`src/rtl/div_pkg.sv`:
```
// Shared types and widths for the sequential 16/8 unsigned divider.
package div_pkg;

    localparam int DVS_W = 8;
    localparam int DVD_W = 2 * DVS_W;

    typedef enum logic [1:0] {
        IDLE  = 2'd0,
        CHECK = 2'd1,
        ITER  = 2'd2,
        DONE  = 2'd3
    } state_t;

    typedef enum logic [1:0] {
        ERR_OK   = 2'b00,
        ERR_DIV0 = 2'b01,
        ERR_OVF  = 2'b10
    } err_t;

endpackage

```
`src/rtl/div_sub_row.sv`:
```
// One borrow-chain subtractor row (d = a - b) built from exdcr cells.
// Each cell may be swapped for an approximate variant via APPROX_MASK.

// Single full-subtractor cell; APPROX drops the borrow-in from the
// borrow-out term (sum bit stays exact).
module exdcr #(
    parameter bit APPROX = 1'b0
) (
    input  logic a,
    input  logic b,
    input  logic bin,
    output logic d,
    output logic bout
);
    assign d = a ^ b ^ bin;
    if (APPROX) begin : g_apx
        assign bout = ~a & b;
    end else begin : g_exact
        assign bout = (~a & b) | (~(a ^ b) & bin);
    end
endmodule

module div_sub_row #(
    parameter int             W           = 9,
    parameter logic [W-1:0]   APPROX_MASK = '0
) (
    input  logic [W-1:0] a,
    input  logic [W-1:0] b,
    output logic [W-1:0] d,
    output logic         bout
);
    logic [W:0] bc;

    assign bc[0] = 1'b0;
    assign bout  = bc[W];

    for (genvar i = 0; i < W; i++) begin : g_cell
        exdcr #(.APPROX(APPROX_MASK[i])) u_cell (
            .a    (a[i]),
            .b    (b[i]),
            .bin  (bc[i]),
            .d    (d[i]),
            .bout (bc[i+1])
        );
    end
endmodule

```
`src/rtl/seq_div_ctrl.sv`:
```
// Sequential restoring divider controller: screens for divide-by-zero and
// quotient overflow, then iterates one quotient bit per cycle through a
// single shared subtractor row.
module seq_div_ctrl
    import div_pkg::*;
#(
    parameter int DVS_W = div_pkg::DVS_W,
    parameter int DVD_W = 2 * DVS_W
) (
    input  logic             clk,
    input  logic             rst_n,
    input  logic             in_valid,
    output logic             in_ready,
    input  logic [DVD_W-1:0] x,
    input  logic [DVS_W-1:0] y,
    input  logic             abort,
    output logic             out_valid,
    input  logic             out_ready,
    output logic [DVS_W-1:0] q,
    output logic [DVS_W-1:0] r,
    output logic [1:0]       err,
    output logic             busy
);
    localparam int CW = $clog2(DVS_W);

    state_t           state, state_nx;
    logic [DVD_W-1:0] xr;
    logic [DVS_W-1:0] yr;
    logic [DVS_W-1:0] rem;
    logic [DVS_W-1:0] quo;
    logic [CW-1:0]    cnt;

    logic [DVS_W-1:0] xhi, xlo;
    logic [DVS_W:0]   t, d;
    logic             bout, qbit, sub_unused;
    logic [DVS_W-1:0] rem_nx;
    logic             div0, ovf, last;

    assign xhi = xr[DVD_W-1:DVS_W];
    assign xlo = xr[DVS_W-1:0];

    // T = {R, next dividend bit}; the row computes T - {0, y}
    assign t = {rem, xlo[cnt]};

    div_sub_row #(.W(DVS_W + 1)) u_row (
        .a    (t),
        .b    ({1'b0, yr}),
        .d    (d),
        .bout (bout)
    );

    // With R < y held as an invariant, a non-borrowing result always fits
    // in DVS_W bits, so the row's top difference bit is never needed.
    assign sub_unused = d[DVS_W];
    assign qbit       = ~bout;
    assign rem_nx     = bout ? t[DVS_W-1:0] : d[DVS_W-1:0];

    assign div0 = (yr == '0);
    assign ovf  = (xhi >= yr);
    assign last = (cnt == '0);

    assign in_ready = (state == IDLE);
    assign busy     = (state != IDLE);

    // State register
    always_ff @(posedge clk or negedge rst_n) begin
        if (!rst_n) state <= IDLE;
        else        state <= state_nx;
    end

    // Next-state logic; abort only cancels work that has not yet produced a result
    always_comb begin
        state_nx = state;
        case (state)
            IDLE:  if (in_valid) state_nx = CHECK;
            CHECK: begin
                if (abort)            state_nx = IDLE;
                else if (div0 || ovf) state_nx = DONE;
                else                  state_nx = ITER;
            end
            ITER: begin
                if (abort)     state_nx = IDLE;
                else if (last) state_nx = DONE;
            end
            DONE:  if (out_valid && out_ready) state_nx = IDLE;
            default: state_nx = IDLE;
        endcase
    end

    // Operand latch, iteration registers and result registers
    always_ff @(posedge clk or negedge rst_n) begin
        if (!rst_n) begin
            xr  <= '0;
            yr  <= '0;
            rem <= '0;
            quo <= '0;
            cnt <= '0;
            q   <= '0;
            r   <= '0;
            err <= ERR_OK;
        end else begin
            case (state)
                IDLE: if (in_valid) begin
                    xr <= x;
                    yr <= y;
                end
                CHECK: if (!abort) begin
                    if (div0) begin
                        q   <= '1;
                        r   <= '1;
                        err <= ERR_DIV0;
                    end else if (ovf) begin
                        q   <= '1;
                        r   <= '1;
                        err <= ERR_OVF;
                    end else begin
                        rem <= xhi;
                        quo <= '0;
                        cnt <= CW'(DVS_W - 1);
                    end
                end
                ITER: if (!abort) begin
                    rem <= rem_nx;
                    quo <= {quo[DVS_W-2:0], qbit};
                    cnt <= cnt - 1'b1;
                    if (last) begin
                        q   <= {quo[DVS_W-2:0], qbit};
                        r   <= rem_nx;
                        err <= ERR_OK;
                    end
                end
                default: ;
            endcase
        end
    end

    // out_valid is registered one cycle behind DONE entry and drops on the
    // handshake edge, together with the return to IDLE
    always_ff @(posedge clk or negedge rst_n) begin
        if (!rst_n) out_valid <= 1'b0;
        else        out_valid <= (state == DONE) && !(out_valid && out_ready);
    end

endmodule
```
`config.mk`:
```
export PLATFORM = sky130hd
export DESIGN_NAME = seq_div_ctrl
export DESIGN_NICKNAME = d
export VERILOG_FILES = /design/src/rtl/div_pkg.sv /design/src/rtl/div_sub_row.sv /design/src/rtl/seq_div_ctrl.sv
export SDC_FILE = /design/constraint.sdc
export NUM_CORES = 1
export LEC_CHECK = 0
export ABC_AREA = 1
export CAP_MARGIN = 10
export CORE_ASPECT_RATIO = 1.75
export CORE_MARGIN = 2
export CORE_UTILIZATION = 58
export CTS_CLUSTER_SIZE = 20
export DETAILED_ROUTE_END_ITERATION = 7
export PLACE_DENSITY_LB_ADDON = 0.12
export SLEW_MARGIN = 10
export SYNTH_ARGS = -nofsm -noshare
export SYNTH_HDL_FRONTEND = slang
export SYNTH_HIERARCHICAL = 1
export SYNTH_SLANG_ARGS = --single-unit
export TNS_END_PERCENT = 5
```
`constraint.sdc`:
```
create_clock -name clk -period 10.9 [get_ports clk]
set_clock_uncertainty 0.1 [all_clocks]
set_input_delay 1.09 -clock clk [delete_from_list [all_inputs] [get_ports clk]]
set_output_delay 1.09 -clock clk [all_outputs]
set_load 0.01 [all_outputs]
```
# Yosys cells after proc, flatten, opt, wreduce, memory -nomap -nowiden
# Index checks and enable logic that the tools add are counted.
# Widths: inputs -> output; s select.
# word_totals
mem_bits_ro,0
reg_bits,63
word_cells,133
ram_bits,0
input_bits,29
memories,0
output_inout_bits,21
latchBits,0
# op_classes
n_mux,40
bitwise_logic,55
mul,0
shift,0
addsub,1
div_mod_pow,0
n_reduce_logical,13
eq_ne,12
magnitude_cmp,2
# ops
op,n
$mux 8,12
$pmux 8 s2,3
$mux 7,4
$mux 2,10
$not 1->1,17
$and 1x1->1,16
$xor 1x1->1,15
$ne 2x2->1 const B,7
$pmux 7 s2,1
$mux 3,4
$reduce_and 5->1,2
$ge 8x8->1,1
$logic_not 8->1,1
$pmux 2 s4,1
$or 1x1->1,7
$ne 3x3->1 const B,2
$pmux 3 s2,1
$eq 2x2->1 const B,2
$lt 3x4->1 const B,1
$pmux 2 s2,1
$reduce_bool 2->1,2
$bmux 1 s3,1
$logic_not 3->1,1
$reduce_and 3->1,1
8 further kinds,10

# Depth between registers and ports, before layout
# logic_depth
depth_word,23
depth_mapped,38
depth_no_buf,38

# Cells and area by module
# Netlist, hierarchy kept.
# modules_own_cells
module,instances,area_per_inst_um2,seq_area_each_um2,cells_per_inst
seq_div_ctrl,1,3040.4,1576.5,345
exdcr,9,31.3,0.0,4
div_sub_row,1,3.8,0.0,1

# Worst setup path before layout
# No wires, ideal clock.
# synth_path
path_type,reg2reg
from,register cnt[0]
to,register rem[4]
path_stages_with_launch,39
arrival_time_ns,5.510
period_less_slack_ns,5.686
path_slack_ns,5.214
setup_time_ns,0.076
n_path_buf,0
t_required_ns,10.724
cell_sequence,dfrtp_1 inv_1 nand2_1 nand3_1 nand2_1 o21ai_0 inv_1 fa_1 inv_1 inv_1 fa_1 inv_1 inv_1 fa_1 inv_1 inv_1 fa_1 inv_1 [... 3 more ...] inv_1 fa_1 inv_1 inv_1 fa_1 inv_1 inv_1 fa_1 inv_1 inv_1 fa_1 inv_1 inv_1 nand2_1 o22ai_1 inv_1 o21ai_0 o21ai_1
# synth_via
elab_chain_cells,22
word_cells_on_any_way,23
classes_between,mux: 5; bitwise: 18
# synth_lines
element,line,rtl
start: declaration,seq_div_ctrl.sv:31,logic [CW-1:0] cnt;
start signal: assignment,seq_div_ctrl.sv:119,cnt <= CW'(DVS_W - 1);
start signal: assignment,seq_div_ctrl.sv:125,cnt <= cnt - 1'b1;
$bmux 1 s3,seq_div_ctrl.sv:43,"assign t = {rem, xlo[cnt]};"
$mux 1 (implied by the code),seq_div_ctrl.sv:43,
via t[0],seq_div_ctrl.sv:34,"logic [DVS_W:0] t, d;"
$not 1->1,div_sub_row.sv:19,assign bout = (~a & b) | (~(a ^ b) & bin);
$and 1x1->1,div_sub_row.sv:19,
via u_row.bc[1],div_sub_row.sv:32,logic [W:0] bc;
$and 1x1->1,div_sub_row.sv:19,
$or 1x1->1,div_sub_row.sv:19,
via u_row.bc[2],div_sub_row.sv:32,
[... 2 more ...],-,
via u_row.bc[3],div_sub_row.sv:32,
[... 2 more ...],-,
via u_row.bc[4],div_sub_row.sv:32,
[... 2 more ...],-,
via u_row.bc[5],div_sub_row.sv:32,
[... 2 more ...],-,
via u_row.bc[6],div_sub_row.sv:32,
[... 2 more ...],-,
via u_row.bc[7],div_sub_row.sv:32,
$and 1x1->1,div_sub_row.sv:19,
$or 1x1->1,div_sub_row.sv:19,
via u_row.bc[8],div_sub_row.sv:32,
$and 1x1->1,div_sub_row.sv:19,
via bout,seq_div_ctrl.sv:35,"logic bout, qbit, sub_unused;"
$mux 8,seq_div_ctrl.sv:56,assign rem_nx = bout ? t[DVS_W-1:0] : d[DVS_W-1:0];
$mux 8,seq_div_ctrl.sv:122,ITER: if (!abort) begin
$pmux 8 s2,seq_div_ctrl.sv:102,case (state)
end signal: assignment,seq_div_ctrl.sv:117,rem <= xhi;
end signal: assignment,seq_div_ctrl.sv:123,rem <= rem_nx;
end: declaration,seq_div_ctrl.sv:29,logic [DVS_W-1:0] rem;
# The timed path passes the listed nets, and every way through them passes these cells. The select of a mux whose other input is x is not followed.
# A chain may end at the register's enable or synchronous reset.

# Final worst setup path
# layout_path
from,register cnt[0]
to,register rem[3]
# Same word-level chain as after synthesis.

==> flow_metrics.env <==
export IMPL_outcome="finished, final reports clean"
export IMPL_endpoint_kind="register"
export IMPL_critPathKind="reg2reg"
export IMPL_dp_hpwl_um=4750
export IMPL_combPwrFrac_pct=47.6
export IMPL_hold_path_class="reg2reg"
export IMPL_synth_area_leaders="dfrtp_1, nand2_1, inv_1"
export IMPL_clock_sinks=63
export IMPL_startpoint_type="register"
export IMPL_hold_violations=0
export IMPL_arrival_ns=6.53
export IMPL_grt_overflow_total=0
export IMPL_grt_usage_pct=23.3
export IMPL_grt_max_degree=64
export IMPL_hold_path_end="q[0]$_DFFE_PN0P_"
export IMPL_r2r_start="cnt[0]$_DFFE_PN0P_"
export IMPL_core_area_um2=5540
export IMPL_path_max_fanout=9
export IMPL_syn_area_per_cell_um2=8.71
export IMPL_initial_utilization_pct=60.0
export IMPL_synth_top_area_share_pct=47.4
export IMPL_grt_pass1_vias=2523
export IMPL_swShare_pct=41.2
export IMPL_path_delay_family="adder cells"
export IMPL_syn_inst=382
export IMPL_slew_headroom_pct=48.4
export IMPL_whs_path_depth=2
export IMPL_cp_slowest_cell="fa_1"
export IMPL_synth_top_area_cell="dfrtp_1"
export IMPL_seq_area_frac_synth_pct=47.4
export IMPL_cpMostUsedCell="inv_1"
export IMPL_dieHeight_um=104
export IMPL_sequentialPowerShare_pct=35.4
export IMPL_via_per_inst=5.02
export IMPL_regToRegSetupSlack_ns=4.54
export IMPL_synth_cell_area_um2=3330
export IMPL_die_w_um=61.2
export IMPL_drt_wl_total_um=6410
export IMPL_wl_per_cell_um=12.4
export IMPL_setup_viol=0
export IMPL_reg2reg_to="rem[3]$_DFFE_PN0P_"
export IMPL_maxCapViolations=0
export IMPL_period_share_pct=58.3
export IMPL_slowest_delay_ns=0.43
export IMPL_nNetsFinal=482
export IMPL_num_vias=2587
export IMPL_power_switching_mw=0.489
export IMPL_fin_setup_tns_ns=0
export IMPL_fmax_ghz=0.157
export IMPL_tightest_slew_ns=0.774
export IMPL_ctsHtreeMaxLevel=3
export IMPL_cts_root_buf="clkbuf_8"
export IMPL_cts_tree="yes"
export IMPL_ir_worst_vdd_mv=0.153
export IMPL_yosysWarnings=6
export IMPL_ys_ff_latch=63
export IMPL_path_buf_inv=21
export IMPL_clockBufferDepth=2
export IMPL_drc_errors=0
export IMPL_ctsResizeCount=0
export IMPL_final_cell_mix="nand2_1, inv_1, dfrtp_1"
export IMPL_cp_required_ns=11.07
export IMPL_io_pins=50
export IMPL_drive_gt1_share_pct=10.0
export IMPL_p_clk_share_pct=17.0
export IMPL_rsz0062_at_grt="false"
export IMPL_drt_iter0_drc=106
export IMPL_numCtsBuffers=9
export IMPL_port_buffers=49
export IMPL_clock_latency_ns=0.35
export IMPL_final_min_clock_period_ns=6.36
export IMPL_gp_congestion=0.840
export IMPL_dr_pass1_iters=5
export IMPL_ant_nets=0
export IMPL_layout_commonest_cell="nand2_1"
export IMPL_yosysUniqueCellTypes=34
export IMPL_power_density_nw_per_um2=293
export IMPL_p_leak_nw=2.08
export IMPL_grt_pass1_wl_um=11200
export IMPL_antenna_found_initial=0
export IMPL_post_cts_setup_buffer_count=0
export IMPL_fp_dieArea_um2=6380
export IMPL_ff2ff_path_depth=38
export IMPL_antenna_cells=0
export IMPL_rows=36
export IMPL_intPower_mw=0.698
export IMPL_p_total_mw=1.19
export IMPL_area_delta_synth_final_pct=21.7
export IMPL_hold_buffers=0
export IMPL_cts_clk_slew_worst_paths_ns=0.07
export IMPL_hp_start="q[0]$_DFFE_PN0P_"
export IMPL_slew_viol_final=0
export IMPL_synth_nets=430
[per-layer routing]
layer / GRT usage (%) / part of all wire (%) / vias up
met4: 8.85 / 2.6 / 0
met1: 28.5 / 40 / 1226
met5: 0 / 0 / -
met2: 37.9 / 53 / 63
li1: - / - / 1283
met3: 6.09 / 3.7 / 15
[cells by family (layout without fill, tap and decap cells)]
kind of cell	after synthesis	after routing	synth area share, %
AOI/OAI and AO/OA	54	54	9.07
xor gates and xnor gates	1	1	0.263
adders and majority gates	19	19	9.18
buffers and inverters	84	141	10.5
DFF	63	63	47.4
muxes	8	8	2.71
other	2	2	0.226
and+or+nand+nor	151	151	20.6
[synth_stat cells]
| cell | n |
|---|---|
| inv_1 | 71 |
| o21ai_1 | 8 |
| buf_2 | 3 |
| o21ai_2 | 1 |
| nand2_4 | 2 |
| o22ai_1 | 13 |
| a21oi_2 | 1 |
| a21o_1 | 1 |
| nand3_1 | 26 |
| dfrtp_1 | 63 |
| xor2_1 | 1 |
| a21boi_0 | 1 |
| nand2_2 | 8 |
| a22oi_1 | 1 |
| conb_1 | 2 |
| nor3_1 | 1 |
| nand2_1 | 83 |
| nor2_1 | 25 |
| fa_1 | 9 |
| nor2_2 | 1 |
| nand3_2 | 1 |
| buf_12 | 1 |
| clkbuf_1 | 3 |
| o21ai_0 | 8 |
| nand2_8 | 2 |
| buf_6 | 1 |
| a21oi_1 | 20 |
| mux2_1 | 4 |
| mux2_2 | 4 |
| nor3_2 | 1 |
| inv_2 | 3 |
| buf_4 | 2 |
| or2_2 | 1 |
| ha_1 | 10 |
[flip-flops by register name, summed over array words and instances, names as in the netlist]
| name | flops |
|---|---|
| xr | 16 |
| q | 8 |
| r | 8 |
| rem | 8 |
| yr | 8 |
| quo | 7 |
| cnt | 3 |
| err | 2 |
| state | 2 |
| out_valid | 1 |
[area by class of cell]
cell class              count  area (um^2)
well taps                  76         95.1
flip-flops and latches     63         1580
clock inverters             6         60.1
inverters                  74          278
multi-input cells         235         1400
fillers                   448         1490
clock buffers              10          138
repair buffers             51          500
[how the worst max path moves through the flow]
stage                             from                  to  slack, ns  cells past startpoint
floorplan           cnt[0]$_DFFE_PN0P_  rem[4]$_DFFE_PN0P_       5.21                     38
global placement    cnt[0]$_DFFE_PN0P_  rem[7]$_DFFE_PN0P_       4.85                     38
detailed placement  cnt[0]$_DFFE_PN0P_  rem[4]$_DFFE_PN0P_       4.64                     38
CTS                 cnt[0]$_DFFE_PN0P_  rem[3]$_DFFE_PN0P_       4.58                     38
global route        cnt[0]$_DFFE_PN0P_  rem[4]$_DFFE_PN0P_       4.08                     38
finish              cnt[0]$_DFFE_PN0P_  rem[3]$_DFFE_PN0P_       4.54                     38
[through the flow]
step                      util, %  setup WS, ns  hold WS, ns  area, um^2  instances
after floorplan                 -          5.21        0.355        3330        382
after global placement       69.5          4.85        0.352        3850        499
after detailed placement     69.5          4.64        0.357        3850        499
after CTS                    73.0          4.58        0.374        4050        515
after global routing         73.0          4.08        0.384        4050        515
final                        73.0          4.54        0.368        4050        515
[worst register-to-register path: cells and delay by family, from the launching register on]
kind | cells | cell delay, ns
AO/OA/AOI/OAI | 4 | 0.61
flip-flops | 1 | 0.42
buffers and inverters | 21 | 1.39
AND/OR/NAND/NOR | 4 | 0.48
adder cells (fa/ha/maj) | 9 | 3.27
[power groups by stage]
| stage | combinational (mW) | sequential (mW) | clock (mW) |
|---|---|---|---|
| 5_1_grt | 0.650 | 0.435 | 0.216 |
| 4_1_cts | 0.568 | 0.420 | 0.206 |
| 2_1_floorplan | 0.384 | 0.422 | 0 |
| 3_3_place_gp | 0.540 | 0.419 | 0 |
| 6_report | 0.565 | 0.420 | 0.202 |
| 3_5_place_dp | 0.566 | 0.424 | 0 |
No activity file was read; power rests on OpenSTA's default activity.
